File: src/rtl/elastic_skid.sv
// Two-entry elastic skid buffer: fully registered valid/ready handshake with
// strict FIFO ordering, one-cycle latency and full throughput.
module elastic_skid #(
  parameter int unsigned width_p          = 8,
  parameter bit          datapath_reset_p = 1'b0
) (
  input  logic               clk_i,
  input  logic               reset_i,
  input  logic [width_p-1:0] data_i,
  input  logic               valid_i,
  output logic               ready_o,
  output logic [width_p-1:0] data_o,
  output logic               valid_o,
  input  logic               ready_i,
  output logic [1:0]         count_o
);

  typedef enum logic [1:0] {
    StEmpty = 2'd0,
    StOne   = 2'd1,
    StFull  = 2'd2
  } state_e;

  state_e             state_q, state_d;
  logic               ready_q, ready_d;
  logic [width_p-1:0] main_q, main_d;
  logic [width_p-1:0] skid_q, skid_d;
  logic               in_xfer, out_xfer;

  assign in_xfer  = valid_i & ready_q;
  assign out_xfer = valid_o & ready_i;

  always_comb begin
    state_d = state_q;
    main_d  = main_q;
    skid_d  = skid_q;
    case (state_q)
      StEmpty: begin
        if (valid_i) begin
          main_d  = data_i;
          state_d = StOne;
        end
      end
      StOne: begin
        if (in_xfer && out_xfer) begin
          main_d = data_i;
        end else if (in_xfer) begin
          skid_d  = data_i;
          state_d = StFull;
        end else if (out_xfer) begin
          state_d = StEmpty;
        end
      end
      StFull: begin
        if (ready_i) begin
          main_d  = skid_q;
          state_d = StOne;
        end
      end
      default: state_d = StEmpty;
    endcase
    // ready_o is registered: precompute it from the next state.
    ready_d = (state_d != StFull);
  end

  always_ff @(posedge clk_i or negedge reset_i) begin
    if (!reset_i) begin
      state_q <= StEmpty;
      ready_q <= 1'b1;
    end else begin
      state_q <= state_d;
      ready_q <= ready_d;
    end
  end

  if (datapath_reset_p) begin : g_data_rst
    always_ff @(posedge clk_i or negedge reset_i) begin
      if (!reset_i) begin
        main_q <= '0;
        skid_q <= '0;
      end else begin
        main_q <= main_d;
        skid_q <= skid_d;
      end
    end
  end else begin : g_data_norst
    always_ff @(posedge clk_i) begin
      main_q <= main_d;
      skid_q <= skid_d;
    end
  end

  assign ready_o = ready_q;
  assign valid_o = (state_q == StOne) || (state_q == StFull);
  assign data_o  = main_q;
  assign count_o = state_q;

endmodule
File: config.mk
export PLATFORM = sky130hd
export DESIGN_NAME = elastic_skid
export DESIGN_NICKNAME = d
export VERILOG_FILES = /design/src/rtl/elastic_skid.sv
export SDC_FILE = /design/constraint.sdc
export NUM_CORES = 1
export LEC_CHECK = 0
export BUFFER_PORTS_ARGS = -buffer_cell sky130_fd_sc_hd__buf_2
export CELL_PAD_IN_SITES_DETAIL_PLACEMENT = 0
export CELL_PAD_IN_SITES_GLOBAL_PLACEMENT = 1
export CORE_MARGIN = 3
export CORE_UTILIZATION = 36
export DETAILED_ROUTE_END_ITERATION = 7
export MAX_ROUTING_LAYER = met4
export PLACE_DENSITY_LB_ADDON = 0.1
export SYNTH_ARGS = -nofsm -noshare
export SYNTH_HDL_FRONTEND = slang
export SYNTH_SLANG_ARGS = --single-unit
File: constraint.sdc
create_clock -name clk_i -period 2.4 [get_ports clk_i]
set_clock_uncertainty 0.2 [all_clocks]
set_input_delay 0.24 -clock clk_i [delete_from_list [all_inputs] [get_ports clk_i]]
set_output_delay 0.24 -clock clk_i [all_outputs]
set_load 0.02 [all_outputs]
* Yosys cells after proc, flatten, opt, wreduce, memory -nomap -nowiden
Index checks and enable logic that the tools add are counted.
** Word-level totals
- Flip-flop bits (word level) :: 19
- Bits of input ports :: 12
- Output and inout bits :: 12
** Operators by class
- Bitwise logic cells :: 3
- Eq/ne operators :: 6
- Reduce and logical (&&, ||, !) cells :: 6
- Mux-type cells :: 10
** Operator list (number)
- $mux 8 :: 3
- $pmux 8 s3 :: 1
- $mux 2 :: 5
- $ne 2x2->1 const B :: 4
- $pmux 2 s3 :: 1
- $reduce_and 4->1 :: 1
- $reduce_and 3->1 :: 1
- $reduce_bool 3->1 :: 1
- $and 1x1->1 :: 2
- $eq 2x1->1 const B :: 1
- $eq 2x2->1 const B :: 1
- $logic_not 2->1 :: 1
- $logic_and 1x1->1 :: 1
- $logic_or 1x1->1 :: 1
- $not 1->1 :: 1

* Longest topological paths before layout
Gate-level depths: netlist (run 1).
- Depth in word-level cells :: 8
- Gate-level depth with buffers :: 7
- Depth with buffers taken out :: 6

* Least setup slack after synthesis (run 1)
Ideal clock, no wire load.
- Path type :: register -> register
- Start point :: register state_q[0] (netlist: count_o[0])
- End point :: register main_q[0] (netlist: data_o[0]) (enable)
- Clock period less this slack :: 2.514 ns
- Cell stages (with the launch flop) :: 5
- Slack :: -0.114 ns
- Arrival :: 1.930 ns
- Path buffers :: 0
- Required time :: 1.816 ns
- Path through :: dfrtp_1 -> inv_1 -> ha_1 -> nand3_1 -> a2111oi_2
** Between the ends
- Cells in the longest elaborated chain, start to end :: 6
- Elaborated cells on any way between the ends :: 11
** Ends and longest elaborated chain
- start, declared :: RTL line 24 : state_e state_q, state_d;
- start signal, assigned :: RTL line 68 : state_q <= StEmpty;
- start signal, assigned :: RTL line 71 : state_q <= state_d;
- $eq 2x1->1 / $eq 2x2->1 (equally long branches) :: RTL line 94 : assign valid_o = (state_q == StOne) || (state_q == StFull);
- $logic_or 1x1->1 (*) :: RTL line 94
- net valid_o :: RTL line 13 : output logic valid_o,
- $and 1x1->1 (*) :: RTL line 31 : assign out_xfer = valid_o & ready_i;
- $logic_and 1x1->1 (*) :: RTL line 45 : if (in_xfer && out_xfer) begin
- $ne 2x2->1 (no source line) (*)
- $reduce_and 4->1 (no source line) (*)
- end signal, assigned :: RTL line 88 : main_q <= main_d;
- end, declared :: RTL line 26 : logic [width_p-1:0] main_q, main_d;
The timed path passes the listed nets; every way through them passes the cells marked *.
A chain may end at the register's enable or synchronous reset.

* Worst setup path after layout (run 1)
- Start point :: register state_q[1] (netlist: count_o[1])
- End point :: register main_q[2] (netlist: data_o[2]) (enable)
** Between the ends
- Cells in the longest elaborated chain, start to end :: 6
- Elaborated cells on any way between the ends :: 11
** Ends and longest elaborated chain (RTL line)
- $eq 2x1->1 / $eq 2x2->1 (equally long branches) :: 37, 94
- $logic_or 1x1->1 :: 94
- $and 1x1->1 :: 31
- $logic_and 1x1->1 :: 45
- $ne 2x2->1 (no source line)
- $reduce_and 4->1 (no source line) (*)
Every way passes the cells marked *; elsewhere a longest branch is shown, timed or not.

==> impl_metrics.yaml, run 1 <==
drt:
  first_pass_iters: 4
  drt_wl_total_um: 1570
  drc: 0
  ant_nets: 0
  wl_per_cell_um: 13.3
  vias_per_cell: 4.79
  first_iter_violations: 8
  via_count: 565
sta:
  clock.fmax_mhz: 491
  slew_violations: 0
  tightest_slew_ps: 600
  finalSetupViolCount: 0
  slew_headroom: 0.600
  rsz0062_at_grt: "false"
  fin_ws_ps: 363
  timing.final.crit_share: 0.849
  fin_tns_setup_ps: 0
  final_hold_viol_count: 0
  fin_crit_ps: 2040
critical_path:
  worstPathMaxFanout: 8
  crit_required_ps: 2140
  rr_endpoint: "data_o[2]"
  critPathKind: "flip-flop to flip-flop"
  critPathLaunchType: "flip-flop"
  critPathMaxStageDelay_ps: 550
  reg2reg_depth: 4
  endpoint_kind: "flip-flop"
  reg2reg_from: "count_o[1]"
  r2r_slack_ps: 360
  cp.arrival_ps: 1780
  crit_slowest_cell: "a2111oi_4"
  crit_chain: "buf_4 -> ha_1 -> and2b_4 -> a2111oi_4"
cts:
  cts.sinks: 19
  numCtsBuffers: 3
  cts_tree: "yes"
  cts_max_level: 1
  postCtsSetupRepairBufs: 0
  cts.path.max_buffers: 2
  postCtsResizedCells: 0
  cts_hold_buf: 9
  insertion_delay_ps: 300
  root_buffer: "clkbuf_4"
  path_clk_slew_ps: 100
floorplan:
  ios: 24
  rows: 16
  die_y_um: 54.6
  die_w_um: 54.6
  core_um2: 2100
  start_util: 0.405
  die_area_um2: 2980
synthesis:
  yosysSeqAreaShare: 0.654
  synthAdderAreaFrac: 0.0735
  synth_top_family_by_area: "multiplexers"
  syn-num-nets: 70
  ys_types: 22
  ys_ff_latch: 19
  netlist_top_cells_area: "edfxtp_1 (56%), mux2_2 (7.9%), ha_1 (7.4%)"
  yosys.area_share.xor_xnor: 0.0103
  avgSynthCellArea_um2: 16.1
  synth_top_area_share: 0.565
  synth_mux_area_frac: 0.106
  synth_async_sr_flop_share: 0.158
  mappedNetlistArea_um2: 851
  post-synth-top-area-cell: "edfxtp_1"
  synth-edff-count: 16
  synth-compound-area-share: 0.0735
  syn_inst: 53
  synth_top_flop_cell: "edfxtp_1"
  yosys_warnings: 0
  synth-simple-area-share: 0.0603
grt:
  antenna_found_initial: 0
  grt_max_degree: 12
  globalRouteOverflowTotal: 0
  grt_pass1_vias: 520
  grt_first_pass_wirelength_um: 2380
  gr-usage-all-layers: 0.123
run_status:
  outcome: "complete, no violations"
placed_design:
  portBuffers: 23
  hpwl_um: 1140
  place_area_um2: 1020
  dpl.cell_count: 105
  post-place-ws_ps: 361
  gp_congestion: 0.712
power_and_ir_drop:
  vdd_ir_drop_max_uv: 602
  powerDensity_nw_per_um2: 1150
  leakage_nw: 0.468
layout:
  diodes: 0
  stdcell_area_um2: 1140
  final_core_util: 0.543
  fin_nets: 109
  instances_no_fill: 118
  fill_cells: 185
  area_growth_pct: 34.1
  drive_gt1_frac: 0.462
flow_run:
  drv_cap: 0
hold_path:
  min_path_type: "input port to asynchronous set/reset pin"
[stage by stage]
stage               power, mW  hold WS (ps)
floorplan               0.968          -256
global placement         1.15          -161
detailed placement       1.15          -160
CTS                      1.32          44.5
global route             1.40          47.0
finish                   1.31          46.7
[registers in the layout, indices dropped and copies added (netlist names)]
name,cells
count_o,2
data_o,8
ready_o,1
skid_q,8
[logic make-up after synthesis]
family	Yosys count
DFF	19
and+or+nand+nor	9
AOI/OAI and AO/OA	8
muxes	8
adders and majority gates	5
buffers and inverters	3
xor gates and xnor gates	1
[final cells by class]
class	count	area, µm²	share of cell area
flip-flops and latches	19	557	0.488
multi-input cells	31	288	0.252
repair buffers	35	228	0.200
well taps	27	33.8	0.0296
clock buffers	3	22.5	0.0197
inverters	2	7.51	0.00658
clock inverters	1	5.00	0.00439
[placed cells by master, fill, tap and decap left out, drive strengths merged]
| master | n |
|---|---|
| a2111oi | 1 |
| a211oi | 1 |
| a21oi | 1 |
| a31oi | 1 |
| and2 | 1 |
| and2b | 1 |
| and3 | 1 |
| buf | 26 |
| clkbuf | 3 |
| clkinv | 1 |
| dfrtp | 2 |
| dfstp | 1 |
| dlygate4sd3 | 9 |
| edfxtp | 16 |
| ha | 5 |
| inv | 2 |
| mux2 | 8 |
| nand2 | 3 |
| nand3 | 1 |
| nor2 | 1 |
| nor2b | 1 |
| o21ai | 4 |
| xor2 | 1 |
[power breakdown]
group          total, mW  internal (mW)  switching (mW)  leakage [nW]
clock              0.161         0.0621          0.0991        0.0177
sequential         0.552          0.522          0.0302         0.187
combinational      0.595          0.223           0.373         0.263
[how the worst max path moves through the flow]
stage	startpoint	to	slack [ps]	cells after the start
CTS	count_o[1]	data_o[2]	350	4
global route	count_o[1]	data_o[3]	270	4
detailed placement	count_o[1]	data_o[2]	360	4
finish	count_o[1]	data_o[2]	360	4
floorplan	count_o[0]	data_o[0]	60	4
global placement	count_o[1]	data_o[5]	370	4
[synthesized netlist by cell type (2+ instances only)]
| cell | instances |
|---|---|
| ha_1 | 5 |
| nand2_1 | 3 |
| dfrtp_1 | 2 |
| mux2_2 | 6 |
| o21ai_0 | 3 |
| inv_1 | 2 |
| mux2_1 | 2 |
| edfxtp_1 | 16 |
[layer usage]
metal	track usage	wire (µm)	up-vias
met5	-	0	-
met2	0.171	730	18
li1	-	-	275
met1	0.157	717	268
met3	0.0436	96	4
met4	0.0622	21	0
[worst max-delay path: cells and delay by family (launching register included)]
kind	cells	cell delay, ps
fa+ha+maj	1	200
simple gates	1	180
flops	1	390
buf+inv	1	160
compound gates	1	550
(Power assumes the default switching activity.)
==> inputs of run 2 (changes only) <==
==> constraint.sdc (replaced) <==
create_clock -name clk_i -period 1.8 [get_ports clk_i]
set_clock_uncertainty 0.2 [all_clocks]
set_input_delay 0.18 -clock clk_i [delete_from_list [all_inputs] [get_ports clk_i]]
set_output_delay 0.18 -clock clk_i [all_outputs]
set_load 0.02 [all_outputs]
==> run 2 against run 1 <==
The flow now finishes with violations (negative setup slack). Sequential power increased by 36%. Fmax increased by 13%. Total power increased by 47%. Die area unchanged. First-iteration DRC count decreased by 38%. Final cell count increased by 5.9%. Critical endpoint is now data_o[7]. Highest routed layer unchanged.
==> impl_metrics.yaml, run 2 (synthesis gave the netlist of run 1 again) <==
run_status:
  outcome: "complete, but fails checks"
  violations: "negative setup slack"
floorplan:
  start_util: 0.405
  die_w_um: 54.6
  die_area_um2: 2980
  rows: 16
  ios: 24
  core_um2: 2100
  die_y_um: 54.6
sta:
  fin_crit_ps: 1800
  rsz0062_at_grt: "true"
  fin_tns_setup_ps: -15.4
  timing.final.crit_share: 1.00
  fin_ws_ps: -4.03
  clock.fmax_mhz: 554
  finalSetupViolCount: 4
  whs_ps: 49.6
  slew_headroom: 0.824
  final_hold_viol_count: 0
  tightest_slew_ps: 263
  slew_violations: 0
drt:
  vias_per_cell: 4.47
  via_count: 559
  first_pass_iters: 3
  ant_nets: 0
  drt_wl_total_um: 1600
  wl_per_cell_um: 12.8
  drc: 0
  first_iter_violations: 5
cts:
  path_clk_slew_ps: 110
  postCtsSetupRepairBufs: 0
  cts_max_level: 1
  cts_tree: "yes"
  numCtsBuffers: 3
  cts.path.max_buffers: 2
  cts.sinks: 19
  insertion_delay_ps: 290
  root_buffer: "clkbuf_4"
critical_path:
  crit_slowest_cell: "dfrtp_2"
  crit_chain: "inv_2 -> ha_4 -> nand3_4 -> a2111oi_4 -> buf_6"
  crit_required_ps: 1620
  worstPathMaxFanout: 8
  critPathLaunchType: "flip-flop"
  endpoint_kind: "flip-flop"
  critPathKind: "flip-flop to flip-flop"
  critPathMaxStageDelay_ps: 430
  cp.arrival_ps: 1620
layout:
  final_core_util: 0.595
  area_growth_pct: 47.1
  diodes: 0
  drive_gt1_frac: 0.582
  final_cell_mix: "buf_2 (23), edfxtp_1 (16), dlygate4sd3_1 (10), buf_4 (8), mux2_2 (6)"
  fin_nets: 116
  stdcell_area_um2: 1250
  instances_no_fill: 125
  final_common_cell: "buf_2"
placed_design:
  post-place-ws_ps: -22.5
  place_area_um2: 1100
  dpl.cell_count: 111
  gp_congestion: 0.743
  hpwl_um: 1200
  portBuffers: 23
hold_path:
  min_path_type: "input port to flip-flop"
flow_run:
  drv_cap: 0
grt:
  antenna_found_initial: 0
  globalRouteOverflowTotal: 0
  grt_pass1_vias: 574
  grt_first_pass_wirelength_um: 2630
  gr-usage-all-layers: 0.137
  grt_max_degree: 12
power_and_ir_drop:
  leakage_nw: 0.500
  powerDensity_nw_per_um2: 1540
  power_mw: 1.93
  vdd_ir_drop_max_uv: 775
[run 2: cell types whose count changed in the layout (fill, tap and decap cells not counted), moves of 2 or more]
cell	change
dfrtp_2	+2
inv_1	-2
ha_1	-2
inv_2	+2
buf_4	+5
dfrtp_1	-2
ha_4	+2
[run 2: layout make-up]
cell class / instances / area, µm²
clock buffers: 3 / 22.5
inverters: 2 / 7.51
flip-flops and latches: 19 / 559
multi-input cells: 31 / 337
fillers: 168 / 851
repair buffers: 42 / 287
clock inverters: 1 / 5.00
well taps: 27 / 33.8
[run 2: power by group]
group          total [mW]  switching [mW]  internal, mW
Clock               0.213           0.131        0.0827
Sequential          0.752          0.0542         0.697
Combinational       0.963           0.544         0.419
[run 2: worst max-delay path: cells and delay by family (launching register included)]
family	cells	cell delay, ps
flip-flops	1	430
adder cells (fa/ha/maj)	1	280
AND/OR/NAND/NOR	1	70
AO/OA/AOI/OAI	1	300
buffers and inverters	2	250
[run 2: final timing paths]
check / from / to / slack, ps / cells after the start
min in group asynchronous: reset_i / ready_o / 130 / 2
worst max-delay path: count_o[1] / data_o[7] / -4 / 5
worst min register to register: skid_q[3] / data_o[3] / 360 / 1
max in group asynchronous: reset_i / count_o[1] / 710 / 3
worst min-delay path: valid_i / ready_o / 50 / 5
worst max register to register: count_o[1] / data_o[7] / -4 / 5
[run 2: repair_timing]
item / CTS / global route
hold buffers: 10 / 0
resized for setup: 2 / 2
hold endpoints to repair: 18 / 0
endpoints found under the setup margin: 8 / 11
[run 2: per-layer routing]
| metal | vias up | part of all wire | track usage |
|---|---|---|---|
| li1 | 289 | - | - |
| met1 | 249 | 0.46 | 0.167 |
| met2 | 17 | 0.48 | 0.213 |
| met3 | 4 | 0.050 | 0.0409 |
| met4 | 0 | 0.011 | 0.0498 |
| met5 | - | 0 | - |
==> inputs of run 3 (changes only) <==
--- a/config.mk
+++ b/config.mk
@@ -5,11 +5,13 @@
 export SDC_FILE = /design/constraint.sdc
 export NUM_CORES = 1
 export LEC_CHECK = 0
+export ABC_AREA = 1
+export ABC_CLOCK_PERIOD_IN_PS = 1800
 export BUFFER_PORTS_ARGS = -buffer_cell sky130_fd_sc_hd__buf_2
 export CELL_PAD_IN_SITES_DETAIL_PLACEMENT = 0
 export CELL_PAD_IN_SITES_GLOBAL_PLACEMENT = 1
 export CORE_MARGIN = 3
-export CORE_UTILIZATION = 36
+export CORE_UTILIZATION = 34
 export DETAILED_ROUTE_END_ITERATION = 7
 export MAX_ROUTING_LAYER = met4
 export PLACE_DENSITY_LB_ADDON = 0.1
==> run 3 against run 2 <==
The run now ends clean. Largest power group unchanged. Sequential power increased by 1%. Worst hold slack better by 52 ps. Via count is 24% higher. Critical path depth increased by 2. Worst setup slack better by 120 ps. Sequential share of layout area fell by 0.27 points. Die area increased by 9.5%. Sequential cell count unchanged. Total power grew 10%. Routed wire length up 15%.
==> impl_metrics.yaml, run 3 <==
power_and_ir_drop:
  cell_internal_pwr_mw: 1.24
  p_clk_frac: 0.097
  vdd_ir_drop_max_uv: 856
  power_mw: 2.12
  pwr-share-comb: 0.543
  switching_power_mw: 0.880
  leakage_nw: 0.588
  sw_frac_of_total: 0.414
  seqPwrFrac: 0.359
  powerDensity_nw_per_um2: 1690
placed_design:
  gp_congestion: 0.712
  portBuffers: 23
  hpwl_um: 1440
drt:
  wirelength_met1_um: 811
  first_pass_iters: 4
  first_iter_violations: 15
  ant_nets: 0
  drc: 0
  via_count: 692
  met2WireLength_um: 910
  wl_per_cell_um: 11.6
  vias_per_cell: 4.38
  wl_met3_um: 93
  drt_wl_total_um: 1840
  highest_layer: "met4"
critical_path:
  critPathKind: "flip-flop to flip-flop"
  cp.arrival_ps: 1500
  reg2reg_from: "count_o[0]"
  crit_path_start: "count_o[0]"
  endpoint_kind: "flip-flop"
  critPathLaunchType: "flip-flop"
  crit_required_ps: 1620
  worstPathMaxFanout: 5
layout:
  final_common_cell: "nand2_1"
  final_cell_mix: "nand2_1 (34), buf_2 (23), edfxtp_1 (16), dlygate4sd3_1 (10), inv_1 (6)"
  drive_gt1_frac: 0.400
  diodes: 0
  fill_cells: 226
  fin_nets: 148
  area_growth_pct: 41.5
synthesis:
  synth_most_common_cell: "nand2_1"
  synth-edff-count: 16
  synth_top_area_share: 0.540
  yosysSeqAreaShare: 0.626
  syn_inst: 87
  avgSynthCellArea_um2: 10.2
  synth_async_sr_flop_share: 0.158
  netlist_top_cells_area: "edfxtp_1 (54%), nand2_1 (15%), ha_1 (7.0%)"
  post-synth-top-area-cell: "edfxtp_1"
  synthTopCellsByCount: "nand2_1 (35), edfxtp_1 (16), inv_1 (8), ha_1 (5), nand2_2 (5)"
  synth_top_flop_cell: "edfxtp_1"
  ys_types: 15
  yosys_warnings: 0
  ys_ff_latch: 19
  mappedNetlistArea_um2: 890
  syn-num-nets: 104
cts:
  cts_max_level: 1
  cts.path.max_buffers: 2
  postCtsSetupRepairBufs: 0
  cts.sinks: 19
  root_buffer: "clkbuf_4"
  insertion_delay_ps: 290
  cts_tree: "yes"
  numCtsBuffers: 3
  path_clk_slew_ps: 100
sta:
  fin_crit_ps: 1680
  rsz0062_at_grt: "false"
  tightest_slew_ps: 274
  whs_ps: 101
  clock.fmax_mhz: 595
  final_hold_viol_count: 0
  timing.final.crit_share: 0.934
  slew_violations: 0
  finalSetupViolCount: 0
  slew_headroom: 0.817
hold_path:
  min_from: "valid_i"
  min_path_type: "input port to flip-flop"
floorplan:
  rows: 17
  start_util: 0.380
  core_um2: 2340
  ios: 24
  die_y_um: 57.2
  die_w_um: 57.2
  die_area_um2: 3270
flow_run:
  drv_cap: 0
grt:
  globalRouteOverflowTotal: 0
  grt_max_degree: 11
  gr-usage-all-layers: 0.133
  antenna_found_initial: 0
  grt_pass1_vias: 691
  grt_first_pass_wirelength_um: 3150
run_status:
  outcome: "complete, no violations"
==> run 3: layout make-up <==
type / instances / area, µm² / share of cell area
well taps: 28 / 35.0 / 0.0278
multi-input cells: 56 / 320 / 0.254
clock buffers: 4 / 26.3 / 0.0209
inverters: 11 / 42.5 / 0.0338
flip-flops and latches: 19 / 559 / 0.444
repair buffers: 40 / 275 / 0.219
==> run 3: critical path, stage by stage, from the launching register on <==
cell and delay, ps:
dfrtp_2 410, inv_2 70, ha_4 270, nand2_4 50
inv_2 70, a21oi_2 60, nor3_4 150, buf_6 140
==> run 3: kinds of logic (layout without fill, tap and decap cells) <==
group / Yosys count / in the layout / share of synthesized area
fa+ha+maj: 5 / 5 / 0.0703
buf+inv: 12 / 55 / 0.0563
compound gates: 6 / 6 / 0.0338
simple gates: 45 / 45 / 0.214
flops: 19 / 19 / 0.626
==> run 3: path summary, 6_finish.rpt <==
path,to,slack (ps),cells past startpoint
max,data_o[2],120,7
max in group asynchronous,count_o[1],700,3
max reg2reg,data_o[2],120,7
min,ready_o,100,5
min in group asynchronous,ready_o,150,2
min reg2reg,data_o[0],330,2
==> run 3: stage by stage <==
stage | cell area [µm²] | std cells | util | worst slack, ps | setup TNS, ps
3_5_place_dp | 1120 | 144 | 0.480 | 68.6 | 0
3_3_place_gp | 1120 | 144 | 0.480 | 93.2 | 0
4_1_cts | 1250 | 158 | 0.534 | 55.5 | 0
6_report | 1260 | 158 | 0.538 | 119 | 0
5_1_grt | 1260 | 158 | 0.538 | 19.5 | 0
2_1_floorplan | 927 | 87 | - | -99.3 | -795
==> run 3: timing repair <==
item,CTS,global route
gates resized for setup,0,3
endpoints found under the hold margin,19,0
setup endpoints to repair,0,8
hold buffers,10,0
==> run 3: power by group through the flow <==
stage | sequential, mW | clock [mW] | combinational [mW]
floorplan | 0.943 | 0 | 0.584
global placement | 0.776 | 0 | 1.12
detailed placement | 0.777 | 0 | 1.12
CTS | 0.765 | 0.219 | 1.15
global route | 0.779 | 0.238 | 1.30
finish | 0.763 | 0.207 | 1.15
==> run 3: routing by layer <==
layer	track usage	up-vias
met5	-	-
met1	0.156	309
met4	0.0695	0
met2	0.215	18
met3	0.0271	2
li1	-	363
